**src/rtl/lsu_port.sv**
```systemverilog
// lsu_port: single-outstanding RV32 load/store unit driving port B of the data RAM.
//
// One request is accepted in IDLE, the RAM is accessed for exactly one cycle in
// ACCESS, and a registered response is held in RESP until consumed. Misaligned,
// out-of-range and illegal-funct3 accesses never write the RAM and return
// resp_err=1 with resp_rdata=0.
//
// Ports:
//   clk, rst_n                   clock (rising edge), asynchronous active-low reset
//   req_valid/req_ready          request handshake (ready only in IDLE)
//   req_we, req_funct3           store/load select and RV32 access size/sign
//   req_addr, req_wdata          byte address, right-aligned store data
//   resp_valid/resp_ready        response handshake
//   resp_rdata, resp_err         extended load data (0 for stores/errors), fault flag
//   mem_wr_en, mem_wr_strobe     RAM port B write enable and byte lanes
//   mem_addr, mem_wdata          RAM port B word address and lane-replicated data
//   mem_rdata                    RAM port B combinational read data
module lsu_port #(
  parameter int ADDR_WIDTH = 16
) (
  input  logic                  clk,
  input  logic                  rst_n,
  input  logic                  req_valid,
  output logic                  req_ready,
  input  logic                  req_we,
  input  logic [2:0]            req_funct3,
  input  logic [31:0]           req_addr,
  input  logic [31:0]           req_wdata,
  output logic                  resp_valid,
  input  logic                  resp_ready,
  output logic [31:0]           resp_rdata,
  output logic                  resp_err,
  output logic                  mem_wr_en,
  output logic [3:0]            mem_wr_strobe,
  output logic [ADDR_WIDTH-1:0] mem_addr,
  output logic [31:0]           mem_wdata,
  input  logic [31:0]           mem_rdata
);

  typedef enum logic [1:0] {IDLE, ACCESS, RESP} state_t;

  state_t      state, state_nxt;
  logic        accept;
  logic        req_err;
  logic        we_p0;
  logic [2:0]  funct3_p0;
  logic [1:0]  off_p0;
  logic        err_p0;
  logic [31:0] rdata_p1;

  function automatic logic [31:0] store_lanes(input logic [2:0] f3, input logic [31:0] wd);
    case (f3[1:0])
      2'b00:   return {4{wd[7:0]}};
      2'b01:   return {2{wd[15:0]}};
      default: return wd;
    endcase
  endfunction

  function automatic logic [3:0] store_strobe(input logic [2:0] f3, input logic [1:0] off);
    case (f3)
      3'b000:  return 4'b0001 << off;
      3'b001:  return off[1] ? 4'b1100 : 4'b0011;
      3'b010:  return 4'b1111;
      default: return 4'b0000;
    endcase
  endfunction

  function automatic logic [31:0] load_fmt(input logic [2:0] f3, input logic [1:0] off,
                                           input logic [31:0] word);
    logic        [7:0]  b;
    logic        [15:0] h;
    logic signed [7:0]  bs;
    logic signed [15:0] hs;
    logic signed [31:0] ext;
    b   = word[{off, 3'b000} +: 8];
    h   = off[1] ? word[31:16] : word[15:0];
    bs  = signed'(b);
    hs  = signed'(h);
    case (f3)
      3'b000:  ext = bs;
      3'b001:  ext = hs;
      3'b010:  ext = signed'(word);
      3'b100:  ext = signed'({24'd0, b});
      3'b101:  ext = signed'({16'd0, h});
      default: ext = '0;
    endcase
    return unsigned'(ext);
  endfunction

  assign accept = (state == IDLE) && req_valid;

  // Fault classification is done once, on the request as presented.
  always_comb begin
    logic legal;
    logic misalign;
    logic range_err;
    legal     = req_we ? (req_funct3 inside {3'b000, 3'b001, 3'b010})
                       : (req_funct3 inside {3'b000, 3'b001, 3'b010, 3'b100, 3'b101});
    misalign  = ((req_funct3[1:0] == 2'b01) && req_addr[0]) ||
                ((req_funct3[1:0] == 2'b10) && (req_addr[1:0] != 2'b00));
    range_err = |(req_addr >> (ADDR_WIDTH + 2));
    req_err   = !legal || misalign || range_err;
  end

  always_ff @(posedge clk or negedge rst_n) begin
    if (!rst_n) state <= IDLE;
    else        state <= state_nxt;
  end

  always_comb begin
    state_nxt = state;
    case (state)
      IDLE:    if (req_valid) state_nxt = ACCESS;
      ACCESS:  state_nxt = RESP;
      RESP:    if (resp_ready) state_nxt = IDLE;
      default: state_nxt = IDLE;
    endcase
  end

  // Stage p0: request capture. mem_addr/mem_wdata load here so they are valid
  // throughout ACCESS and hold their value until the next acceptance.
  always_ff @(posedge clk or negedge rst_n) begin
    if (!rst_n) begin
      we_p0     <= 1'b0;
      funct3_p0 <= 3'b000;
      off_p0    <= 2'b00;
      err_p0    <= 1'b0;
      mem_addr  <= '0;
      mem_wdata <= '0;
    end else if (accept) begin
      we_p0     <= req_we;
      funct3_p0 <= req_funct3;
      off_p0    <= req_addr[1:0];
      err_p0    <= req_err;
      mem_addr  <= req_addr[ADDR_WIDTH+1:2];
      mem_wdata <= store_lanes(req_funct3, req_wdata);
    end
  end

  // Stage p1: load data sampled at the end of ACCESS, held through RESP.
  always_ff @(posedge clk or negedge rst_n) begin
    if (!rst_n) begin
      rdata_p1 <= '0;
    end else if (state == ACCESS) begin
      rdata_p1 <= (!we_p0 && !err_p0) ? load_fmt(funct3_p0, off_p0, mem_rdata) : 32'd0;
    end
  end

  // Write enable decodes straight from state so an asynchronous reset kills
  // an in-flight store in the same cycle.
  assign mem_wr_en     = (state == ACCESS) && we_p0 && !err_p0;
  assign mem_wr_strobe = mem_wr_en ? store_strobe(funct3_p0, off_p0) : 4'b0000;
  assign req_ready     = (state == IDLE);
  assign resp_valid    = (state == RESP);
  assign resp_err      = resp_valid && err_p0;
  assign resp_rdata    = rdata_p1;

endmodule

```
**config.mk**
```make
export PLATFORM = sky130hd
export DESIGN_NAME = lsu_port
export DESIGN_NICKNAME = d
export VERILOG_FILES = /design/src/rtl/lsu_port.sv
export SDC_FILE = /design/constraint.sdc
export NUM_CORES = 1
export LEC_CHECK = 0
export ABC_AREA = 1
export CAP_MARGIN = 40
export CELL_PAD_IN_SITES_DETAIL_PLACEMENT = 0
export CELL_PAD_IN_SITES_GLOBAL_PLACEMENT = 1
export CORE_AREA = 4 4 130 157
export CTS_CLUSTER_DIAMETER = 120
export DETAILED_ROUTE_END_ITERATION = 8
export DIE_AREA = 0 0 134 161
export PLACE_DENSITY_LB_ADDON = 0.12
export SYNTH_ARGS = -nofsm -noshare
export SYNTH_HDL_FRONTEND = slang
export SYNTH_SLANG_ARGS = --single-unit
```
**constraint.sdc**
```tcl
create_clock -name clk -period 1.7 [get_ports clk]
set_input_delay 0.255 -clock clk [delete_from_list [all_inputs] [get_ports clk]]
set_output_delay 0.255 -clock clk [all_outputs]
set_load 0.03 [all_outputs]
```
==> results of run 1 <==
-- metrics by stage --
stage               cell area (um^2)  hold slack [ns]  setup WS, ns  power (mW)  cells
floorplan                       4648         -0.04059      0.006439       6.629    661
global placement                6983           0.3494       0.04936       9.108   1098
detailed placement              6983           0.3493       0.01262       9.123   1098
CTS                             7396           0.4300       -0.1824       11.48   1124
global route                    7442           0.4318       -0.1904       12.18   1125
finish                          7442           0.4400      -0.09483       11.36   1125
-- metal layers --
metal | share of wire, % | vias up | global-route usage, %
li1 | - | 2443 | -
met1 | 40 | 2253 | 18.98
met2 | 50 | 149 | 28.14
met3 | 7.9 | 19 | 5.607
met4 | 1.9 | 0 | 5.005
met5 | 0 | - | 0
-- how the worst min path moves through the flow --
stage	end	slack, ns	depth (start not counted)
2_1_floorplan	err_p0	-0.04	0
3_5_place_dp	resp_rdata[2]	0.35	2
3_3_place_gp	resp_rdata[2]	0.35	2
5_1_grt	mem_addr[0]	0.43	3
4_1_cts	mem_addr[1]	0.43	3
6_report	mem_addr[1]	0.44	3
-- power groups by stage --
stage               combinational, mW  clock (mW)  sequential, mW
floorplan                        2.34           0            4.29
global placement                 5.87           0            3.23
detailed placement               5.90           0            3.23
CTS                              6.15        2.12            3.21
global route                     6.67        2.21            3.30
finish                           6.09        2.05            3.21
-- synth_stat cells (all sizes together) --
cell and number:
or2 2, a21boi 1, dfrtp 89, o21ai 25, nand2 314, nand4 11
clkbuf 7, nor2 71, o211ai 1, a21oi 34, nand3 29, clkinv 3
nor3 3, inv 47, buf 24
-- critical path: stages (launching register included) --
cell	delay [ns]
sky130_fd_sc_hd__dfrtp_2	0.45
sky130_fd_sc_hd__nor2_4	0.13
sky130_fd_sc_hd__inv_2	0.05
sky130_fd_sc_hd__nor2_4	0.13
sky130_fd_sc_hd__nand3_2	0.11
sky130_fd_sc_hd__a21boi_4	0.20
sky130_fd_sc_hd__buf_12	0.13
-- flip-flops by register name, indices dropped and copies added, names as in the netlist --
name	cells
resp_rdata	32
we_p0	1
mem_addr	16
mem_wdata	32
funct3_p0	3
off_p0	2
state	2
err_p0	1
-- final cells by class --
| class | instances | area, um^2 |
|---|---|---|
| multi-input combinational | 491 | 2117 |
| inverter | 50 | 187.7 |
| sequential | 89 | 2231 |
| clock inverter | 6 | 67.56 |
| tap | 256 | 320.3 |
| clock buffer | 10 | 229.0 |
| timing repair buffer | 223 | 2290 |
| fill | 1978 | 11340 |
-- cell families after synthesis --
family	share of synthesized area, %
AOI/OAI and AO/OA	6.690
buffers and inverters	7.877
DFF	48.02
and+or+nand+nor	37.42
-- repair_timing --
item,in CTS,in global routing
hold buffers,1,0
hold endpoints to repair,68,0
gates cloned,0,0
pin swaps,3,2
setup buffers,10,1
gates resized for setup,24,15
setup endpoints to repair,11,15
==> results list, run 1 <==
- In this run, flip-flops and latches consume 28.3% of the power.
* Relative contribution of combinational cells to total power: 53.6%
* Worst Setup End Kind: primary output
- TritonCTS buffer count: 9
- Dividing the synthesized area by the synthesized cell count gives 7.017 um^2.
- The die is about 130 um wide.
- The tree is rooted in a sky130_fd_sc_hd__clkbuf_16.
- Setup repair after global routing could not meet its margin everywhere.
- Grt ovf: 0
- Initial standard-cell utilization of the core: 24.69%
- Endpoint of the worst register-to-register path: mem_wdata[23]
* Final cell utilization of the core: 39.61%
- R2R setup slack: 0.19 ns
- The biggest area contributor in the post-synthesis netlist is sky130_fd_sc_hd__dfrtp_1.
- Slew Viols, Final: 0
* Reg2Reg Launch Point: state[1]
* Count of cell types in the netlist: 26
* Share of post-route cells with drive strength above 1: 10.13%
- Sorting the synthesized cells by area gives the leading types as sky130_fd_sc_hd__dfrtp_1 48%, sky130_fd_sc_hd__nand2_1 25%, sky130_fd_sc_hd__nor2_1 5.4%, sky130_fd_sc_hd__a21oi_1 3.7%, sky130_fd_sc_hd__inv_1 3.5%.
* Internal power of the cells: ~6.3 mW
* Area overhead of the layout relative to synthesis: 60.45%
* Setup TNS after final layout: -0.3201 ns
- Worst ir drop on vdd: 0.8461 mV
- The min-delay analysis places its worst path in the category in2reg.
- The Yosys step of the flow raised 0 warnings.
* Total setup violations reported at the end of the flow: 4
- The tool flagged a number of max-cap violations equal to 0.
* CP Data Arrival Time: between 1.5 and 2 ns
* Number of antenna violations at the first check in global routing: 0
* Leading cell types in the layout, fill and taps excluded: 310 x sky130_fd_sc_hd__nand2_1, 170 x sky130_fd_sc_hd__clkdlybuf4s50_1, 86 x sky130_fd_sc_hd__dfrtp_1
- Setup slack on the critical path of the routed design comes to -0.09483 ns.
- Largest net degree at the start of global routing: 90
* Antenna cell count: 0
- Once detail routing completed, the nets flagged for antenna violations numbered 0.
- First-pass GRT wire length: 27810 um
- At the end of routability-driven placement, the weighted congestion stood at between 0.7 and 0.8.
* Kind of start point of the critical path: flop
- Worst setup skew after layout: 0.007582 ns
* Post-Route WL: 17400 um
- CP startpoint: funct3_p0[0]
* Sequential cell area fraction in the yosys report: 48.02%
- Via count of the first global-routing pass: 5161
- Detail-routed net length per standard cell: 15.47 um
- Number of DRC markers in iteration 0: 236
* Mapped Nets: 765
- Clock-pin slew was measured on the worst setup and hold paths at 0.07 ns.
- Sw frac: about 45%
* Sink Count: ~90
- Leading cell type in the layout, fill and taps excluded: sky130_fd_sc_hd__nand2_1
- Portion of total power attributed to the clock network: between 10% and 20%
- Required time at the worst-slack endpoint: 1.44 ns
- In this run, synthesis produced a sequential element count of just under 90.
* Height of the die: 161 um
- In the routed design, unresolved DRC markers number 0.
* Failing checks: setup timing
- The synthesized netlist occupies a cell area of 4638 um^2.
* Placed wire-length estimate: 12990 um
- Die ar.: 21570 um^2
* Remaining max-slew budget at the tightest pin: around 66%
* Vias/cell: ~4.3
- Row generation in the floorplan step produced 55 rows.
- Slew of the pin with the lowest slew margin: 0.5140 ns
* Outcome: complete, but fails checks
* H-tree depth: 3
- For this design the total switching power over the nets is 5.066 mW.
- Counting every instance in the synthesized netlist gives 661.
* Leakage power summed over all cells: 3.844 nW
* Number of placed I/O pins: 192
* Category of the critical setup timing path: reg2out
* Power Dens Cells: 1526 nW/um^2
- For this run, the top clock speed supported by timing is 557.2 MHz.
* Vias: approximately 5k
- The net count of the finished layout is 968.
- Subtracting the final worst setup slack from the clock period gives roughly 1.8 ns.
* Placeable core region: 18790 um^2
- The synthesized design devotes to its leading area cell type between 40% and 50% of total area.
- In this run the worst setup path terminates at mem_wr_strobe[1].
- Start point of the worst min-delay path: req_addr[3]
- Depth of the most critical reg-to-reg path: 7
- Total global routing track utilization: between 10% and 20%
- TritonCTS clock tree: yes
- Count of buffers inserted at the top-level ports: between 150 and 200
- The clock passes through at most 2 buffers.
- Final number of hold-violating endpoints: 0
* Final clock period utilization by the worst path: 105.6%
* First-pass detailed-route iteration total: 4
- Of all nets on the critical path, the largest fanout is 5.
- Clock network latency to the later pin of the worst-skew pair: 0.34 ns
Note: power is estimated with default switching activity, not from simulation.
==> run 2: changes to the inputs <==
==> config.mk (replaced) <==
export PLATFORM = sky130hd
export DESIGN_NAME = lsu_port
export DESIGN_NICKNAME = d
export VERILOG_FILES = /design/src/rtl/lsu_port.sv
export SDC_FILE = /design/constraint.sdc
export NUM_CORES = 1
export LEC_CHECK = 0
export ABC_AREA = 1
export CAP_MARGIN = 40
export CELL_PAD_IN_SITES_DETAIL_PLACEMENT = 1
export CELL_PAD_IN_SITES_GLOBAL_PLACEMENT = 2
export CORE_AREA = 4 4 138 167
export CTS_CLUSTER_DIAMETER = 120
export DETAILED_ROUTE_END_ITERATION = 8
export DIE_AREA = 0 0 142 171
export PLACE_DENSITY_LB_ADDON = 0.12
export SETUP_SLACK_MARGIN = 0.3
export SYNTH_ARGS = -nofsm -noshare
export SYNTH_HDL_FRONTEND = slang
export SYNTH_SLANG_ARGS = --single-unit
==> constraint.sdc (replaced) <==
create_clock -name clk -period 1.7 [get_ports clk]
set_input_delay 0.255 -clock clk [delete_from_list [all_inputs] [get_ports clk]]
set_output_delay 0.255 -clock clk [all_outputs]
set_load 0.1 [all_outputs]
==> run 2 against run 1 <==
  * The run still ends with setup timing left
  * Power increased by 60%
  * Highest routed layer is now met5
  * Design area increased by 25%
  * Die area increased by 13%
==> results list, run 2 (synthesis results as in run 1) <==
- Count of buffers inserted at the top-level ports: 191 (unchanged)
- The CTS tree was yes (unchanged).
* Total number of cells along the worst setup path: 6 (unchanged)
- The leading cell type in the layout, fill and taps excluded was sky130_fd_sc_hd__nand2_1 (unchanged).
- Final clock period utilization by the worst path: 113.4% (was 105.6%)
* Post-Route WL: 20450 um (was 17400 um)
- The number of optimization iterations in the first detailed-route pass was 4 (unchanged).
* Placeable core region: 21480 um^2 (was 18790 um^2)
- The via count of the first global-routing pass is 5615 (was 5161).
- Outcome: complete, but fails checks (unchanged)
- The arrival time at the worst endpoint is 1.67 ns (was 1.54 ns).
* Clock-pin slew reported for the worst setup and hold paths after clock tree synthesis: 0.07 ns (about the same)
- The routed length per placed instance came to 17.41 um (was 15.47 um).
- Reg2Reg Launch Point: funct3_p0[0] (was state[1])
- CP delay by family, top: flip-flops (unchanged)
- Total global routing track utilization: 15.96% (was 16.28%)
* Initial standard-cell utilization of the core: 21.59% (was 24.69%)
* Slew Viols, Final: 0 (unchanged)
* Number of max-cap violations: 0 (unchanged)
- Final net count: 1000 (was 968)
- Die ar.: 24280 um^2 (was 21570 um^2)
* TritonCTS buffer count: 9 (unchanged)
* Area overhead of the layout relative to synthesis: 101.1% (was 60.45%)
- The number of placed instances with taps included came to 1129 (was 1098).
- The number of violations reported at the end of detailed-routing iteration 0 is 136 (was 236).
- Number of rows created at floorplan: 59 (was 55)
* Antenna cell count: 0 (unchanged)
- Number of placed I/O pins: 192 (unchanged)
- Placer's final routability congestion estimate: 0.7932 (was 0.7956)
- Unrepaired setup endpoints after global routing: yes (unchanged)
- Crit path max-delay cell type: sky130_fd_sc_hd__dfrtp_2 (unchanged)
* Power Dens Cells: 1946 nW/um^2 (was 1526 nW/um^2)
- CP startpoint: funct3_p0[0] (unchanged)
* Buf+Inv Stages, Crit Path: 2 (unchanged)
- The pin count of the biggest net entering global routing came to 40 (was 90).
- The via-per-instance ratio was 4.403 (was 4.324).
- The cell at the root of the clock tree is sky130_fd_sc_hd__clkbuf_16 (unchanged).
- Worst setup skew after layout: 0.007208 ns (was 0.007582 ns)
- The final cell count without fillers is 1175 (was 1125).
- The total leakage power is 4.495 nW (was 3.844 nW).
- The insertion delay to the later sink of the worst-skew pair was 0.35 ns (was 0.34 ns).
- The final critical-path setup slack is -0.2271 ns (was -0.09483 ns).
- The total via count in the routed design was 5174 (was 4864).
- Total setup violations reported at the end of the flow: 5 (was 4)
- H-tree depth: 3 (unchanged)
* Slew of the pin with the lowest slew margin: 0.3441 ns (was 0.5140 ns)
- Required time at the worst-slack endpoint: 1.44 ns (about the same)
* Leading cell types in the layout, fill and taps excluded: 234 x sky130_fd_sc_hd__nand2_1, 102 x sky130_fd_sc_hd__clkdlybuf4s50_1, 96 x sky130_fd_sc_hd__buf_12 (was 310 x sky130_fd_sc_hd__nand2_1, 170 x sky130_fd_sc_hd__clkdlybuf4s50_1, 86 x sky130_fd_sc_hd__dfrtp_1)
* Maximum net fanout on the critical path: 5 (unchanged)
- The global-route wire length before repair came to 30020 um (was 27810 um).
- Number of antenna violations at the first check in global routing: 1 (was 0)
* Min Clock Period, post-route: 1.927 ns (was 1.795 ns)
* Final cell utilization of the core: 43.43% (was 39.61%)
- The maximum ir drop on the vdd rail came to 1.879 mV (was 0.8461 mV).
- HP Class: in2async (was in2reg)
* Max frequency: 518.9 MHz (was 557.2 MHz)
* Max incr delay on CP: 0.48 ns (was 0.45 ns)
- DRC violations left: 0 (unchanged)
- Maximum root-to-sink buffer count: 2 (unchanged)
* Worst Setup End Kind: primary output (unchanged)
- Antenna-violating nets left: 0 (unchanged)
* Kind of start point of the critical path: flop (unchanged)
- The half-perimeter wire length of the detailed placement result is 14970 um (was 12990 um).
* Most used cell along the critical path: sky130_fd_sc_hd__nor2_4 (unchanged)
- The fraction of layout cells with a size suffix above 1 was 35.85% (was 10.13%).
* Failing checks: setup timing (unchanged)
- Depth of the most critical reg-to-reg path: 10 (was 7)
* Sink Count: 89 (unchanged)
- Category of the critical setup timing path: reg2out (unchanged)
- The die span in x came to 142 um (was 134 um).
- Final number of hold-violating endpoints: 0 (unchanged)
- Remaining max-slew budget at the tightest pin: 76.99% (was 65.73%)
* Height of the die: 171 um (was 161 um)
- Cell breakdown of the critical path: nor2_4, inv_2, nor2_4, nand3_2, a21boi_4, buf_12 (unchanged).
- Grt ovf: 0 (unchanged)
[run 2: final cells by class]
class / instances / area (um^2)
Clock buffer: 10 / 229.0
Clock inverter: 6 / 42.54
Multi-Input combinational cell: 491 / 2688
Inverter: 50 / 216.5
Fill cell: 2429 / 12150
Timing Repair Buffer: 255 / 3577
Sequential cell: 89 / 2233
Tap cell: 274 / 342.8
[run 2: final timing paths]
check | slack, ns | to
hold reg to reg | 0.53 | resp_rdata[0]
setup reg to reg | 0.15 | resp_rdata[28]
min in group clk | 0.44 | mem_addr[5]
hold / removal | 0.33 | resp_rdata[1]
max in group asynchronous | 0.87 | mem_wdata[5]
setup / recovery | -0.23 | mem_wr_strobe[1]
[run 2: power by group]
part,internal (mW),switching (mW),leakage (nW)
Combinational,4.67,7.85,3.23
Clock,0.996,0.911,0.129
Sequential,2.78,0.942,1.14
Total,8.45,9.71,4.49
[run 2: per-layer routing]
| metal | wire length [um] | part of all wire (%) | vias to the layer above | global-route usage (%) |
|---|---|---|---|---|
| met4 | 532 | 2.6 | 2 | 5.760 |
| met3 | 1496 | 7.3 | 29 | 6.011 |
| met2 | 10830 | 53 | 144 | 28.73 |
| met5 | 12 | 0.059 | - | 0 |
| met1 | 7581 | 37 | 2480 | 16.95 |
| li1 | - | - | 2519 | - |
[run 2: what timing repair did]
action | in CTS | in global routing
gates cloned | 0 | 6
hold endpoints to repair | 12 | 0
setup buffers | 11 | 12
pin swaps | 19 | 51
hold buffers | 1 | 0
setup endpoints to repair | 62 | 63
gates resized for setup | 48 | 197
[run 2: through the flow]
step	hold slack, ns	setup TNS (ns)	total power, mW	setup WS (ns)	area, um^2
5_1_grt	0.3344	-1.262	19.01	-0.3018	9329
3_5_place_dp	0.1496	0	14.32	0.03559	7978
3_3_place_gp	0.1487	0	14.18	0.06470	7978
6_report	0.3280	-0.8632	18.15	-0.2271	9329
2_1_floorplan	-0.04059	-26.18	9.838	-0.7009	4677
4_1_cts	0.3340	-0.9991	16.77	-0.2219	8496
==> run 3: changes to the inputs <==
--- a/config.mk
+++ b/config.mk
@@ -9,10 +9,11 @@
 export CAP_MARGIN = 40
 export CELL_PAD_IN_SITES_DETAIL_PLACEMENT = 1
 export CELL_PAD_IN_SITES_GLOBAL_PLACEMENT = 2
-export CORE_AREA = 4 4 138 167
+export CORE_AREA = 4 4 141 170
+export CTS_BUF_LIST = sky130_fd_sc_hd__clkbuf_8
 export CTS_CLUSTER_DIAMETER = 120
 export DETAILED_ROUTE_END_ITERATION = 8
-export DIE_AREA = 0 0 142 171
+export DIE_AREA = 0 0 145 174
 export PLACE_DENSITY_LB_ADDON = 0.12
 export SETUP_SLACK_MARGIN = 0.3
 export SYNTH_ARGS = -nofsm -noshare
==> constraint.sdc (replaced) <==
create_clock -name clk -period 1.6 [get_ports clk]
set_input_delay 0.24 -clock clk [delete_from_list [all_inputs] [get_ports clk]]
set_output_delay 0.24 -clock clk [all_outputs]
set_load 0.05 [all_outputs]
==> run 3 against run 2 <==
  * Final cell count grew 2.0%
  * Combinational power shrank 18%
  * Register-to-register slack lost 0.29 ns
  * Die area grew 3.9%
  * Sequential power is essentially flat
  * Power shrank 14%
  * The flow still finishes with violations (setup timing)
  * First-iteration DRC count shrank 6.6%
  * Highest routed layer unchanged
  * Hold slack lost 0.0029 ns
==> results list, run 3 (synthesis results as in run 1) <==
- The transition time of the tightest slew-check pin was 0.3775 ns (was 0.3441 ns).
- Number of max-cap violations: 0 (unchanged)
* Relative contribution of combinational cells to total power: 65.6% (was 69.0%)
- The fraction of layout cells with a size suffix above 1 came to 38.63% (was 35.85%).
- The clock transition at the registers of the reported paths was 0.09 ns (was 0.07 ns).
- The number of levels in the clock H-tree was 3 (unchanged).
- CP delay by family, top: simple AND/OR/NAND/NOR gates (was flip-flops)
* TritonCTS buffer count: 9 (unchanged)
- Maximum net fanout on the critical path: 5 (unchanged)
* DRC violations left: 0 (unchanged)
* Grt ovf: 0 (unchanged)
* Area of all sequential standard cells: 2232 um^2 (was 2233 um^2)
- First-pass detailed-route iteration total: 4 (unchanged)
* First-pass GRT wire length: 32940 um (was 30020 um)
* Worst hold-check slack: 0.3252 ns (was 0.3280 ns)
- TritonCTS clock tree: yes (unchanged)
- Placer's final routability congestion estimate: 0.8422 (was 0.7932)
- Remaining max-slew budget at the tightest pin: 74.83% (was 76.99%)
* Die Wd: 145 um (was 142 um)
* Largest net degree at the start of global routing: 41 (was 40)
- CP Data Arrival Time: 1.65 ns (was 1.67 ns)
* Crit path max-delay cell type: sky130_fd_sc_hd__dfrtp_2 (unchanged)
* Total power consumption of the routed design: 15.68 mW (was 18.15 mW)
- The cell at the root of the clock tree is sky130_fd_sc_hd__clkbuf_8 (was sky130_fd_sc_hd__clkbuf_16).
* Slew Viols, Final: 0 (unchanged)
* Post-Route WL: 21800 um (was 20450 um)
- Number of DRC markers in iteration 0: 127 (was 136)
- Switching power summed over all nets: 7.776 mW (was 9.707 mW)
- The clock net sink count is 89 (unchanged).
- R2R setup slack: -0.14 ns (was 0.15 ns)
* Setup TNS after final layout: -7.011 ns (was -0.8632 ns)
* Total setup violations reported at the end of the flow: 79 (was 5)
* Initial standard-cell utilization of the core: 20.80% (was 21.59%)
- The via-per-instance ratio is 4.377 (was 4.403).
- Detail-routed net length per standard cell: 18.20 um (was 17.41 um)
- The half-perimeter wire length of the detailed placement result came to 15420 um (was 14970 um).
- Power Dens Cells: 1800 nW/um^2 (was 1946 nW/um^2)
* Vias: 5244 (was 5174)
- Leading cell types in the layout, fill and taps excluded: 235 x sky130_fd_sc_hd__nand2_1, 113 x sky130_fd_sc_hd__buf_4, 102 x sky130_fd_sc_hd__clkdlybuf4s50_1 (was 234 x sky130_fd_sc_hd__nand2_1, 102 x sky130_fd_sc_hd__clkdlybuf4s50_1, 96 x sky130_fd_sc_hd__buf_12).
* Multi-input combinational cell area: 2746 um^2 (was 2688 um^2)
* Cell breakdown of the critical path: nor2_4, inv_2, nor2_4, nand3_2, nand2_2, nand2_2, clkinvlp_4, buf_12 (was nor2_4, inv_2, nor2_4, nand3_2, a21boi_4, buf_12)
- The critical path class is reg2out (unchanged).
- Min Clock Period, post-route: 1.888 ns
- Leading cell type in the layout, fill and taps excluded: sky130_fd_sc_hd__nand2_1 (unchanged)
- Leakage power summed over all cells: 4.377 nW (was 4.495 nW)
- Static timing analysis puts the maximum clock frequency at 529.7 MHz.
- The maximum number of buffers from clock root to sink was 2 (unchanged).
* Number of standard cells in the final layout excluding fillers: 1198 (was 1175)
* Pre-CTS setup slack: -0.09966 ns (was 0.03559 ns)
* Worst Setup End Kind: primary output (unchanged)
- Worst setup skew after layout: 0.01143 ns (was 0.007208 ns)
* Kind of start point of the critical path: flop (unchanged)
- The die area came to 25230 um^2 (was 24280 um^2).
* Antenna-violating nets left: 0 (unchanged)
- The area added between synthesis and finish came to 87.78% (was 101.1%).
- Count of buffers inserted at the top-level ports: 191 (unchanged)
* Number of rows created at floorplan: 60 (was 59)
- The sequential power share came to 23.7% (was 20.5%).
- Antenna cell count: 0 (unchanged)
- Layout fillers: 2620 (was 2429)
- Buf+Inv Stages, Crit Path: 3 (was 2)
- The area inside the core boundary came to 22300 um^2 (was 21480 um^2).
* Portion of total power attributed to the clock network: 10.7% (was 10.5%)
* Internal power of the cells: 7.903 mW (was 8.446 mW)
* Unrepaired setup endpoints after global routing: yes (unchanged)
- The biggest cell delay along the critical path came to 0.48 ns (about the same).
- Failing checks: setup timing (unchanged).
- Total global routing track utilization: 16.56% (was 15.96%)
* Placed Cells: 1140 (was 1129)
- Final worst slack: -0.2879 ns (was -0.2271 ns)
* Worst ir drop on vdd: 0.8522 mV (was 1.879 mV)
* Required time at the worst-slack endpoint: 1.36 ns (was 1.44 ns)
* Number of placed I/O pins: 192 (unchanged)
- The via count of the first global-routing pass came to 5864 (was 5615).
- Outcome: complete, but fails checks (unchanged)
- After layout, the worst path uses 118.0% of the clock period.
- Final net count: 1018 (was 1000)
* Number of antenna violations at the first check in global routing: 1 (unchanged)
* Height of the die: 174 um (was 171 um)
- Final number of hold-violating endpoints: 0 (unchanged)
* Sw frac: 49.60% (was 53.47%)
- The insertion delay to the later sink of the worst-skew pair was 0.38 ns (was 0.35 ns).
- HP Class: in2async (unchanged)
==> run 3: changes by cell type in the layout (fill, tap and decap cells not counted), moves of 6 or more <==
cell,previous run,this run
sky130_fd_sc_hd__clkbuf_8,0,10
sky130_fd_sc_hd__buf_12,96,23
sky130_fd_sc_hd__o21ai_2,5,17
sky130_fd_sc_hd__buf_4,28,113
sky130_fd_sc_hd__nand2_2,53,47
sky130_fd_sc_hd__o21ai_1,17,4
sky130_fd_sc_hd__a21oi_2,9,15
sky130_fd_sc_hd__clkbuf_16,13,7
==> run 3: stage by stage <==
step | util [%] | instance area (um^2)
after floorplan | - | 4672
after detailed placement | 31.67 | 7061
after global placement | 31.67 | 7061
final | 39.06 | 8710
after global routing | 39.06 | 8710
after CTS | 35.77 | 7976
==> run 3: what timing repair did <==
item                                    CTS  global route
endpoints found under the setup margin   45           100
cloned                                    8             8
resized for setup                       122           139
pin swaps                                23            37
setup buffers                            15            10
hold buffers                              1             0
endpoints found under the hold margin    21             0
==> run 3: layout make-up <==
type | count | share of cell area (%)
timing repair buffer | 273 | 33.92
clock buffer | 10 | 1.580
multi-input combinational | 491 | 31.53
inverter | 50 | 2.557
clock inverter | 6 | 0.7758
sequential | 89 | 25.63
tap | 279 | 4.008
==> run 3: path summary, 6_finish.rpt <==
kind,start,endpoint,cells after the start
max,funct3_p0[1],mem_wr_strobe[0],8
min,rst_n,resp_rdata[2],2
max reg2reg,state[1],mem_wdata[0],11
min reg2reg,resp_rdata[13],resp_rdata[13],2
max in group asynchronous,rst_n,mem_wdata[30],3
min in group clk,req_addr[6],mem_addr[4],3
==> run 3: metal layers <==
layer | global-route usage, % | routed length (um) | share of wire, %
met4 | 4.277 | 416 | 1.9
met5 | 0 | 13 | 0.060
met1 | 17.35 | 7898 | 36
met3 | 4.876 | 1300 | 6.0
met2 | 32.15 | 12170 | 56
==> run 3: worst register-to-register path, stage by stage, from the launching register on <==
cell and delay [ns]:
sky130_fd_sc_hd__dfrtp_1 0.42, sky130_fd_sc_hd__buf_6 0.13, sky130_fd_sc_hd__buf_6 0.10, sky130_fd_sc_hd__buf_6 0.10
sky130_fd_sc_hd__buf_6 0.11, sky130_fd_sc_hd__nor2_4 0.10, sky130_fd_sc_hd__buf_6 0.12, sky130_fd_sc_hd__nand2_8 0.10
sky130_fd_sc_hd__buf_12 0.18, sky130_fd_sc_hd__clkbuf_16 0.18, sky130_fd_sc_hd__nand2_2 0.06, sky130_fd_sc_hd__nand2_1 0.04
==> run 3: power by group through the flow <==
stage	registers, mW	logic (mW)	clock network, mW
6_report	3.71	10.3	1.68
5_1_grt	3.81	11.0	1.88
4_1_cts	3.50	8.99	1.79
2_1_floorplan	5.47	2.56	0
3_5_place_dp	3.44	7.69	0
3_3_place_gp	3.40	7.59	0
